[src/rtl/relay_pkg.sv]
// relay_pkg: shared encodings for the relay frame controller.
//   - front-end mod_type codes driven towards the mod_type mux
//   - host mode codes
//   - default start/end patterns for the fake-reader and fake-tag roles
//   - FSM state type (also exported on the debug port)
//   - strobe_phase(): divider phase at which the symbol strobe fires
package relay_pkg;

    localparam logic [2:0] MT_SNIFFER       = 3'b000;
    localparam logic [2:0] MT_TAGSIM_LISTEN = 3'b001;
    localparam logic [2:0] MT_TAGSIM_MOD    = 3'b010;
    localparam logic [2:0] MT_READER_LISTEN = 3'b011;
    localparam logic [2:0] MT_READER_MOD    = 3'b100;

    localparam logic [2:0] MODE_FAKE_READER = 3'b101;
    localparam logic [2:0] MODE_FAKE_TAG    = 3'b110;
    localparam logic [2:0] MODE_DUMP        = 3'b111;

    localparam logic [3:0]  DEF_START_READER = 4'hc;
    localparam logic [3:0]  DEF_START_TAG    = 4'hf;
    localparam logic [15:0] DEF_END_READER_A = 16'h0000;
    localparam logic [15:0] DEF_END_READER_B = 16'hc000;
    localparam logic [15:0] DEF_END_TAG      = 16'h0000;

    typedef enum logic [2:0] {
        ST_IDLE   = 3'd0,
        ST_LISTEN = 3'd1,
        ST_QUIET  = 3'd2,
        ST_MOD    = 3'd3,
        ST_DUMP   = 3'd4
    } state_t;

    // Strobe sits in the middle of the divided period so the symbol is
    // sampled away from its transitions.
    function automatic int unsigned strobe_phase(input int unsigned div_log2);
        return 32'd1 << (div_log2 - 32'd1);
    endfunction

endpackage

[src/rtl/relay_frame_ctrl_if.sv]
// relay_frame_ctrl_if: capture drain handshake towards the ARM.
//   cap_bit   : capture data bit
//   cap_valid : a capture bit is presented
//   cap_ready : consumer accepts the presented bit
// Handshake: a bit transfers on the rising clk edge where cap_valid and
// cap_ready are both high. cap_valid never depends on cap_ready, and while
// cap_valid is high with cap_ready low, cap_bit holds its value.
interface relay_frame_ctrl_if;
    logic cap_bit;
    logic cap_valid;
    logic cap_ready;

    modport master (output cap_bit, output cap_valid, input cap_ready);
    modport slave  (input cap_bit, input cap_valid, output cap_ready);
endinterface

[src/rtl/relay_capture_buf.sv]
// relay_capture_buf: CAP_DEPTH-bit frame capture buffer with drain port.
//   clk, reset   : clock, synchronous active-high reset
//   arm          : restart capture at bit 0 (frame start)
//   wr_en/wr_bit : write one bit while armed
//   drain_start  : rewind the read pointer (entering DUMP)
//   drain_en     : drain permitted (in DUMP)
//   cap          : valid/ready drain towards the ARM
module relay_capture_buf #(
    parameter int unsigned CAP_DEPTH = 80
) (
    input  logic clk,
    input  logic reset,
    input  logic arm,
    input  logic wr_en,
    input  logic wr_bit,
    input  logic drain_start,
    input  logic drain_en,
    relay_frame_ctrl_if.master cap
);
    localparam int unsigned PTR_W = $clog2(CAP_DEPTH + 1);

    logic [CAP_DEPTH-1:0] bits_q;
    logic [PTR_W-1:0]     wr_ptr;
    logic [PTR_W-1:0]     rd_ptr;
    logic                 armed;

    always_ff @(posedge clk) begin
        if (reset) begin
            bits_q <= '0;
            wr_ptr <= '0;
            rd_ptr <= '0;
            armed  <= 1'b0;
        end else begin
            if (arm) begin
                wr_ptr <= '0;
                armed  <= 1'b1;
            end else if (wr_en && armed) begin
                bits_q[wr_ptr] <= wr_bit;
                wr_ptr         <= wr_ptr + PTR_W'(1);
                // Last slot written: stop here, later bits are dropped.
                if (wr_ptr == PTR_W'(CAP_DEPTH - 1))
                    armed <= 1'b0;
            end
            if (drain_start)
                rd_ptr <= '0;
            else if (cap.cap_valid && cap.cap_ready)
                rd_ptr <= rd_ptr + PTR_W'(1);
        end
    end

    // wr_ptr doubles as the count of captured bits since it never wraps.
    assign cap.cap_valid = drain_en && (rd_ptr < wr_ptr);
    assign cap.cap_bit   = cap.cap_valid ? bits_q[rd_ptr] : 1'b0;

endmodule

[src/rtl/relay_frame_ctrl.sv]
// relay_frame_ctrl: relay frame detector and front-end mode controller.
//   clk, reset   : clock, synchronous active-high reset
//   mode         : host mode (FAKE_READER / FAKE_TAG / DUMP / else SNIFFER)
//   sym_in       : decoded relay symbol
//   raw_active   : undecoded relay line, high when traffic is imminent
//   mod_type     : registered front-end mode code
//   data_out     : delayed symbol (window bit 3) for the modulator
//   frame_active : high while modulating a frame
//   timeout      : sticky frame-timeout flag
//   fsm_state    : current FSM state (debug)
//   cap          : capture drain handshake
module relay_frame_ctrl
    import relay_pkg::*;
#(
    parameter int unsigned      DIV_LOG2       = 4,
    parameter int unsigned      WIN_W          = 20,
    parameter logic [3:0]       START_READER   = DEF_START_READER,
    parameter logic [3:0]       START_TAG      = DEF_START_TAG,
    parameter int unsigned      END_W          = 16,
    parameter logic [END_W-1:0] END_READER_A   = DEF_END_READER_A,
    parameter logic [END_W-1:0] END_READER_B   = DEF_END_READER_B,
    parameter logic [END_W-1:0] END_TAG        = DEF_END_TAG,
    parameter int unsigned      MAX_FRAME_SYMS = 1024,
    parameter int unsigned      QUIET_SYMS     = 16,
    parameter int unsigned      CAP_DEPTH      = 80
) (
    input  logic       clk,
    input  logic       reset,
    input  logic [2:0] mode,
    input  logic       sym_in,
    input  logic       raw_active,
    output logic [2:0] mod_type,
    output logic       data_out,
    output logic       frame_active,
    output logic       timeout,
    output state_t     fsm_state,
    relay_frame_ctrl_if.master cap
);
    localparam int unsigned FS_W = $clog2(MAX_FRAME_SYMS);
    localparam int unsigned Q_W  = $clog2(QUIET_SYMS + 1);
    localparam logic [DIV_LOG2-1:0] PHASE = DIV_LOG2'(strobe_phase(DIV_LOG2));

    state_t              state, state_next;
    logic [DIV_LOG2-1:0] div_cnt;
    logic [WIN_W-1:0]    window;
    logic [2:0]          bit_cnt;
    logic [Q_W-1:0]      quiet_cnt;
    logic [FS_W-1:0]     frame_syms;
    logic [2:0]          mode_q;
    logic [2:0]          mod_type_next;

    logic             strobe, mode_chg, is_reader, is_tag;
    logic [WIN_W-1:0] window_shift;
    logic [3:0]       start_nib;
    logic             start_hit, end_hit, limit_hit, quiet_done;
    logic             start_take, timeout_set;
    logic [2:0]       listen_code, mod_code;

    assign strobe       = (div_cnt == PHASE);
    assign mode_chg     = (mode != mode_q);
    assign is_reader    = (mode == MODE_FAKE_READER);
    assign is_tag       = (mode == MODE_FAKE_TAG);
    assign window_shift = {window[WIN_W-2:0], sym_in};
    assign start_nib    = is_reader ? START_READER : START_TAG;
    assign listen_code  = is_reader ? MT_READER_LISTEN : (is_tag ? MT_TAGSIM_LISTEN : MT_SNIFFER);
    assign mod_code     = is_reader ? MT_READER_MOD : (is_tag ? MT_TAGSIM_MOD : MT_SNIFFER);

    // Pattern compares look at the window as it will be after this strobe.
    assign start_hit  = strobe && (is_reader || is_tag) &&
                        (window_shift == {{(WIN_W-4){1'b0}}, start_nib});
    // End patterns only count on a byte boundary of the frame.
    assign end_hit    = strobe && (bit_cnt == 3'd0) &&
                        (is_reader ? ((window_shift[END_W+3:0] == {END_READER_A, 4'b0000}) ||
                                      (window_shift[END_W+3:0] == {END_READER_B, 4'b0000}))
                                   : (window_shift[11:0] == {END_TAG[7:0], 4'b0000}));
    assign limit_hit  = strobe && (frame_syms == FS_W'(MAX_FRAME_SYMS - 1));
    assign quiet_done = strobe && !raw_active && (quiet_cnt == Q_W'(QUIET_SYMS - 1));

    always_comb begin
        state_next  = state;
        start_take  = 1'b0;
        timeout_set = 1'b0;
        if (mode_chg) begin
            state_next = ST_IDLE;
        end else begin
            case (state)
                ST_IDLE: begin
                    if (is_reader || is_tag)  state_next = ST_LISTEN;
                    else if (mode == MODE_DUMP) state_next = ST_DUMP;
                end
                ST_LISTEN: begin
                    if (start_hit) begin
                        state_next = ST_MOD;
                        start_take = 1'b1;
                    end else if (raw_active) begin
                        state_next = ST_QUIET;
                    end
                end
                ST_QUIET: begin
                    if (start_hit) begin
                        state_next = ST_MOD;
                        start_take = 1'b1;
                    end else if (quiet_done) begin
                        state_next = ST_LISTEN;
                    end
                end
                ST_MOD: begin
                    // End match outranks the timeout on the same strobe.
                    if (end_hit) begin
                        state_next = ST_LISTEN;
                    end else if (limit_hit) begin
                        state_next  = ST_LISTEN;
                        timeout_set = 1'b1;
                    end
                end
                ST_DUMP:  state_next = ST_DUMP;
                default:  state_next = ST_IDLE;
            endcase
        end
    end

    // mod_type is registered from the next state so it changes on the
    // same edge as the state itself.
    always_comb begin
        mod_type_next = MT_SNIFFER;
        case (state_next)
            ST_LISTEN: mod_type_next = listen_code;
            ST_MOD:    mod_type_next = mod_code;
            ST_DUMP:   mod_type_next = MT_READER_LISTEN;
            default:   mod_type_next = MT_SNIFFER;
        endcase
    end

    always_ff @(posedge clk) begin
        if (reset) begin
            state        <= ST_IDLE;
            div_cnt      <= '0;
            window       <= '0;
            bit_cnt      <= '0;
            quiet_cnt    <= '0;
            frame_syms   <= '0;
            mode_q       <= '0;
            mod_type     <= MT_SNIFFER;
            frame_active <= 1'b0;
            timeout      <= 1'b0;
        end else begin
            div_cnt      <= div_cnt + DIV_LOG2'(1);
            mode_q       <= mode;
            state        <= state_next;
            mod_type     <= mod_type_next;
            frame_active <= (state_next == ST_MOD);

            if (mode_chg) begin
                window  <= '0;
                timeout <= 1'b0;
            end else begin
                if (strobe)      window  <= window_shift;
                if (timeout_set) timeout <= 1'b1;
            end

            if (start_take)  bit_cnt <= '0;
            else if (strobe) bit_cnt <= bit_cnt + 3'd1;

            // Any activity on the raw line restarts the quiet interval.
            if (state != ST_QUIET || raw_active) quiet_cnt <= '0;
            else if (strobe)                     quiet_cnt <= quiet_cnt + Q_W'(1);

            if (start_take)                     frame_syms <= '0;
            else if (strobe && state == ST_MOD) frame_syms <= frame_syms + FS_W'(1);
        end
    end

    assign data_out  = window[3];
    assign fsm_state = state;

    relay_capture_buf #(.CAP_DEPTH(CAP_DEPTH)) u_capture (
        .clk         (clk),
        .reset       (reset),
        .arm         (start_take),
        .wr_en       (strobe && (state == ST_MOD)),
        .wr_bit      (sym_in),
        .drain_start ((state != ST_DUMP) && (state_next == ST_DUMP)),
        .drain_en    (state == ST_DUMP),
        .cap         (cap)
    );

endmodule

[src/flat_wrapper.sv]
// flat-port wrapper written by rule: the top's interface ports become plain ports
module relay_frame_ctrl_flat import relay_pkg::*;
#(
    parameter int unsigned      DIV_LOG2       = 4,
    parameter int unsigned      WIN_W          = 20,
    parameter logic [3:0]       START_READER   = DEF_START_READER,
    parameter logic [3:0]       START_TAG      = DEF_START_TAG,
    parameter int unsigned      END_W          = 16,
    parameter logic [END_W-1:0] END_READER_A   = DEF_END_READER_A,
    parameter logic [END_W-1:0] END_READER_B   = DEF_END_READER_B,
    parameter logic [END_W-1:0] END_TAG        = DEF_END_TAG,
    parameter int unsigned      MAX_FRAME_SYMS = 1024,
    parameter int unsigned      QUIET_SYMS     = 16,
    parameter int unsigned      CAP_DEPTH      = 80
)
  (clk, reset, mode, sym_in, raw_active, mod_type, data_out, frame_active, timeout, fsm_state, cap_cap_bit, cap_cap_valid, cap_cap_ready);
  relay_frame_ctrl_if cap_i ();
  input  logic clk;
  input  logic reset;
  input  logic [2:0] mode;
  input  logic sym_in;
  input  logic raw_active;
  output logic [2:0] mod_type;
  output logic data_out;
  output logic frame_active;
  output logic timeout;
  output state_t fsm_state;
  output wire logic [$bits(cap_i.cap_bit)-1:0] cap_cap_bit;
  output wire logic [$bits(cap_i.cap_valid)-1:0] cap_cap_valid;
  input wire logic [$bits(cap_i.cap_ready)-1:0] cap_cap_ready;
  assign cap_cap_bit = cap_i.cap_bit;
  assign cap_cap_valid = cap_i.cap_valid;
  assign cap_i.cap_ready = cap_cap_ready;
  relay_frame_ctrl #(.DIV_LOG2(DIV_LOG2), .WIN_W(WIN_W), .START_READER(START_READER), .START_TAG(START_TAG), .END_W(END_W), .END_READER_A(END_READER_A), .END_READER_B(END_READER_B), .END_TAG(END_TAG), .MAX_FRAME_SYMS(MAX_FRAME_SYMS), .QUIET_SYMS(QUIET_SYMS), .CAP_DEPTH(CAP_DEPTH)) u_core (.clk(clk), .reset(reset), .mode(mode), .sym_in(sym_in), .raw_active(raw_active), .mod_type(mod_type), .data_out(data_out), .frame_active(frame_active), .timeout(timeout), .fsm_state(fsm_state), .cap(cap_i));
endmodule
[config.mk]
export PLATFORM = sky130hd
export DESIGN_NAME = relay_frame_ctrl_flat
export DESIGN_NICKNAME = d
export VERILOG_FILES = /design/src/rtl/relay_pkg.sv /design/src/rtl/relay_frame_ctrl_if.sv /design/src/rtl/relay_capture_buf.sv /design/src/rtl/relay_frame_ctrl.sv /design/src/flat_wrapper.sv
export SDC_FILE = /design/constraint.sdc
export NUM_CORES = 1
export LEC_CHECK = 0
export BUFFER_PORTS_ARGS = -buffer_cell sky130_fd_sc_hd__clkbuf_2
export CAP_MARGIN = 20
export CELL_PAD_IN_SITES_DETAIL_PLACEMENT = 1
export CELL_PAD_IN_SITES_GLOBAL_PLACEMENT = 1
export CORE_MARGIN = 5
export CORE_UTILIZATION = 43
export CTS_CLUSTER_DIAMETER = 60
export DETAILED_ROUTE_END_ITERATION = 7
export GPL_TIMING_DRIVEN = 0
export PLACE_DENSITY_LB_ADDON = 0.1
export SYNTH_ARGS = -nofsm -noshare
export SYNTH_HDL_FRONTEND = slang
export SYNTH_SLANG_ARGS = --single-unit
[constraint.sdc]
create_clock -name clk -period 2.2 [get_ports clk]
set_input_delay 0.22 -clock clk [delete_from_list [all_inputs] [get_ports clk]]
set_output_delay 0.22 -clock clk [all_outputs]
set_load 0.03 [all_outputs]
Word level (Yosys, flattened, before mapping)
Index checks and enable logic that the tools add are counted.
{ "totals": {"latchBits": 0, "regBits": 147, "romBits": 0, "mem_bits_rw": 0, "mem_count": 0, "elab_cells": 107, "inputBits": 8, "out_inout_bits": 11} }
{ "op_classes": {"mux": 33, "n_div": 0, "n_addsub": 6, "n_bitwise": 1, "n_shift": 0, "eq_ne": 19, "order_cmp": 4, "n_reduce_logical": 30, "n_mul": 0} }
{ "ops": {"columns": ["operator", "count"], "rows": [
  ["bitwise mux 80 bit", 1],
  ["two-way mux 3 bit", 11],
  ["equality test 20 bit (second input constant)", 1],
  ["equality test 20 x 4 -> 1 bit", 1],
  ["logical NOT 20 bit", 1],
  ["less-than comparator 7 x 8 -> 1 bit (second input constant)", 2],
  ["equality test 3 bit (second input constant)", 5],
  ["two-way mux 1 bit", 15],
  ["one-hot mux 3 bit (5 select lines)", 1],
  ["adder 7 x 1 -> 7 bit (second input constant)", 2],
  ["logical AND 1 bit", 13],
  ["logical NOT 12 bit", 1],
  ["adder 10 x 1 -> 10 bit (second input constant)", 1],
  ["equality test 10 bit (second input constant)", 1],
  ["OR reduction 2 bit", 5],
  ["equality test 3 x 2 -> 1 bit (second input constant)", 3],
  ["one-hot mux 3 bit (3 select lines)", 1],
  ["binary-select mux 1 bit (select 7 bit)", 1],
  ["demux 1 bit (select 7 bit)", 1],
  ["equality test 7 bit (second input constant)", 1],
  [">= comparator 7 x 1 -> 1 bit (second input constant)", 1],
  ["less-than comparator 7 bit", 1],
  ["equality test 3 x 1 -> 1 bit (second input constant)", 2],
  ["logical NOT 3 bit", 2],
  ["14 further kinds", 19]
]} }

Logic depth before layout (Yosys ltp)
{ "logic_depth": {"depth_word": 10, "ltp_mapped": 10, "mapped_depth_nobuf": 8} }

Modules after synthesis
Synthesis repeated with hierarchy kept, for this count alone.
{ "hier_totals": {"cells_unflattened": 851, "hier_area_um2": 7178.1} }
{ "by_module_without_submodules": {"columns": ["mod", "area_per_inst_um2", "seq_area_each_um2", "cells_each", "n_inst"], "rows": [
  ["relay_capture_buf", 4897.2, 1901.8, 582, 1],
  ["relay_frame_ctrl", 2280.9, 1041.0, 269, 1]
]} }

Least setup slack after synthesis
Ideal clock, no wire load.
{ "synth_timing": {"path_kind": "register to output", "start": "register u_core.u_capture.wr_ptr[6]", "end": "output port cap_cap_bit", "stages_incl_launch_ff": 10, "required_ps": 1980, "setup_slack_ps": -501, "t_arrival_ps": 2481, "path_buffers": 1, "path_cell_list": "dfxtp_1 clkbuf_1 inv_1 ha_1 nand2_1 and4b_1 o21ai_1 a21oi_1 o211ai_1 o21ai_1"} }
{ "synth_between": {"elab_chain_len": 3} }
{ "synth_rtl": {"columns": ["element", "line", "source"], "rows": [
  ["start: declaration", "relay_capture_buf.sv:23", "logic [PTR_W-1:0] wr_ptr;"],
  ["start signal: assignment", "relay_capture_buf.sv:39", "wr_ptr <= wr_ptr + PTR_W'(1);"],
  ["less-than comparator 7 bit", "relay_capture_buf.sv:52", "assign cap.cap_valid = drain_en && (rd_ptr < wr_ptr);"],
  ["logical AND 1 bit", "relay_capture_buf.sv:52", null],
  ["via cap_cap_valid", "flat_wrapper.sv:29", "output wire logic [$bits(cap_i.cap_valid)-1:0] cap_cap_valid;"],
  ["two-way mux 1 bit", "relay_capture_buf.sv:53", "assign cap.cap_bit = cap.cap_valid ? bits_q[rd_ptr] : 1'b0;"],
  ["end: declaration", "flat_wrapper.sv:28", "output wire logic [$bits(cap_i.cap_bit)-1:0] cap_cap_bit;"]
]} }
The timed path passes the listed nets, and every way through them passes these cells.

Worst setup path after layout
{ "layout_timing": {"start": "register u_core.u_capture.rd_ptr[0]", "end": "output port cap_cap_bit"} }
{ "layout_between": {"elab_chain_len": 3, "word_cells_on_any_way": 5, "cone_classes": "order compare (1); mux (3); reduce/logical (1)"} }
{ "layout_rtl": {"columns": ["element", "line", "source"], "rows": [
  ["start: declaration", "relay_capture_buf.sv:24", "logic [PTR_W-1:0] rd_ptr;"],
  ["start signal: assignment", "relay_capture_buf.sv:47", "rd_ptr <= rd_ptr + PTR_W'(1);"],
  ["binary-select mux 1 bit (select 7 bit) / less-than comparator 7 bit (equally long branches)", "relay_capture_buf.sv:53, relay_capture_buf.sv:52", null],
  ["two-way mux 1 bit (not written as such) / logical AND 1 bit (equally long branches)", "relay_capture_buf.sv:53, relay_capture_buf.sv:52", null],
  ["two-way mux 1 bit *", "relay_capture_buf.sv:53", null]
]} }
Every way passes the cells marked *; elsewhere a longest branch is shown, timed or not. The select of a mux whose other input is x is not followed.

==> out/metrics.csv <==
metric;value;unit
synth_common_cells;184 x nor2_1, 147 x dfxtp_1, 106 x nand2_1;
utilization;57.7;%
clk_pin_slew;0.06;ns
cp_cell_sequence;buf_12 > mux4_2 > mux4_2 > o211ai_1 > o21ai_2 > clkbuf_8;
comb_power_share;3.1;%
p_seq_share;45.1;%
grt_pass1_vias;6359;
syn_to_final_growth;30.7;%
end_kind;primary output;
clk_latency;0.44;ns
drtPass1Iterations;5;
grt-ovfl-total;0;
dp_cells;1044;
antenna_found_initial;0;
cp_slowest_cell;mux4_2;
routedWlPerCell;21.8;µm
fp.coreArea;15900;µm²
dpl.hpwl;14.8;mm
synthTopCellsByArea;dfxtp_1 42%, mux2i_1 13%, nor2_1 9.8%;
seq_area;2960;µm²
period_share;125;%
whs;0.144;ns
avgViaCountPerCell;5.71;
synth_warnings;0;
drt_iter0_markers;399;
min_from;mode[1];
ys_types;48;
drc;0;
clock_sinks;147;
grt_pass1_wl;33.7;mm
finalWorstSetupSlack;-0.540;ns
synth-async-reset-ratio;0;%
rr_worst_depth;14;
status;finished with violations;
multiInputGateArea;4390;µm²
gp_congestion;0.844;
die_area;19000;µm²
finClkSkew;0.00842;ns
synth_top_family_by_area;simple AND/OR/NAND/NOR gates;
synth_enable_flop_cells;0;
synthAdderAreaFrac;2.67;%
power_frac_clock;51.8;%
synth_area;7030;µm²
cts_tree;done;
r2r_slack;-0.21;ns
clockBufferDepth;2;
whs_path_depth;2;
start_util;44.1;%
p_sw;0.00138;W
grt_max_degree;17;
power.density;645;nW/µm²
path_max_fanout;4;
maxCapViolCount;0;
clockRootBuffer;clkbuf_16;
syn_avg_cell_area;8.68;µm²
wirelength;24.4;mm
synth_seq_area_share;41.8;%
synth_top_area_share;41.8;%
io_buffers;18;
fillCellCount;1812;
finalNonFillerCells;1115;
yosys_most_used_dff;dfxtp_1;
synth-simple-area-share;23.6;%
ant_nets;0;
report.final.slew_viol_count;0;
crit_type;reg2out;
yosysTopAreaCell;dfxtp_1;
r2r_start;u_core.div_cnt[0];
netlist_instances;810;
cts_max_level;4;
synth_xor_area_share;3.49;%
hold_violations;0;
cts_buffers;17;
setup_viol_count_final;69;
final_nets;909;
fin_crit;2.74;ns
chipHeight;138;µm
cp.required;1.98;ns
synth.area.mux_share;19.5;%
arrival;2.52;ns
hold_class;in2reg;
synth-seq-cells;147;
violations;setup timing;
yosysMostFrequentCell;nor2_1;
dieWidth;138;µm
vias;6370;
synth_compound_area_share;5.00;%
slew_headroom;36.9;%
grtUsageTotal;23.3;%
worst_r2r_endpoint;u_core.u_capture.bits_q[10];
fmax;365;MHz
pin_count;19;
vdd_drop_max;593;µV
internal-power;0.00455;W
cpMostUsedCell;mux4_2;
p_sw_share;23.2;%
synth_nets;833;
worst_slew_pin_slew;0.938;ns
hold-path-endpoint;u_core.mode_q[1];
cp-start-kind;register;
core.rowCount;46;
drive_gt1_share;27.1;%
power;0.00593;W
diodes;0;
critical-path-max-stage-delay;0.56;ns
rsz0062_at_grt;yes;
leakagePower;3.35;nW
==> routing by layer <==
metal	up-vias	GRT usage, %	part of all wire [%]
met5	-	0	0
met4	0	6.37	1.7
met3	41	4.68	4.4
met2	151	39.1	50
met1	3271	30.6	44
li1	2907	-	-
==> final cells by class <==
class	count	share of cell area, %
Buffer	44	3.23
Clock inverter	14	1.95
Timing Repair Buffer	60	6.38
Clock buffer	18	4.78
Sequential cell	147	32.2
Tap cell	216	2.94
Multi-Input combinational cell	598	47.7
Inverter	18	0.776
==> worst max path at each step <==
stage                                     startpoint                    endpoint  slack [ns]  cells after the start
final                     u_core.u_capture.rd_ptr[0]                 cap_cap_bit       -0.54                      6
after global routing      u_core.u_capture.rd_ptr[0]                 cap_cap_bit       -0.60                      9
after CTS                 u_core.u_capture.rd_ptr[0]                 cap_cap_bit       -0.53                      6
after detailed placement  u_core.u_capture.rd_ptr[3]                 cap_cap_bit       -0.53                      9
after global placement    u_core.u_capture.rd_ptr[1]                 cap_cap_bit       -0.53                     10
after floorplan           u_core.u_capture.wr_ptr[5]  u_core.u_capture.rd_ptr[3]        0.04                     10
==> metrics by stage <==
stage          setup TNS, ns  area (µm²)  worst slack [ns]
3_5_place_dp          -22.82        7410            -0.530
3_3_place_gp          -16.53        7410            -0.528
2_1_floorplan              0        7050            0.0396
6_report               -6.35        9190            -0.540
4_1_cts               -0.536        8290            -0.528
5_1_grt               -15.05        9190            -0.604
==> critical path, delay by kind of cell (launching register included) <==
family                 cells  cell delay, ns
AO/OA/AOI/OAI              2            0.31
buffers and inverters      2            0.30
flip-flops                 1            0.41
multiplexers               2            1.07
==> repair_timing <==
item                                    4_1_cts  5_1_grt
setup buffers                                10       29
cloned                                        0        6
pin swaps                                     7       62
endpoints found under the setup margin      113      130
endpoints found under the hold margin         1        0
resized for setup                            52      163
hold buffers                                  1        0
==> power groups by stage <==
| stage | combinational [W] | sequential [W] | clock, W |
|---|---|---|---|
| finish | 0.000183 | 0.00267 | 0.00307 |
| global route | 0.000198 | 0.00267 | 0.00322 |
| CTS | 0.000155 | 0.00268 | 0.00309 |
| detailed placement | 0.000150 | 0.00274 | 0 |
| global placement | 0.000146 | 0.00274 | 0 |
| floorplan | 0.0000909 | 0.00274 | 0 |
==> logic make-up (layout without fill, tap and decap cells) <==
group | after synthesis | after routing
flip-flops | 147 | 147
AND/OR/NAND/NOR | 379 | 383
XOR/XNOR | 28 | 28
multiplexers | 112 | 112
buffers and inverters | 69 | 154
AO/OA/AOI/OAI | 60 | 60
adder cells (fa/ha/maj) | 15 | 15
==> cell usage in the layout (no fill, tap or decap), drive strengths merged, types with 13 or more instances in the layout <==
cell and n:
nor2 185, xnor2 15, a21oi 34, ha 15
buf 53, nand3 18, inv 20, mux2i 91
mux4 20, nor3 16, clkbuf 68, nand2 106
dfxtp 147, xor2 13
==> registers in the layout, indices dropped and copies added, names as in the netlist <==
name and cells:
u_core.timeout 1, u_core.u_capture.rd_ptr 7, u_core.u_capture.armed 1, u_core.window 19
u_core.u_capture.bits_q 80, u_core.mod_type 3, u_core.bit_cnt 3, u_core.fsm_state 3
u_core.quiet_cnt 5, u_core.mode_q 3, u_core.frame_syms 10, u_core.div_cnt 4
u_core.u_capture.wr_ptr 7, u_core.frame_active 1
(Power assumes the default switching activity.)
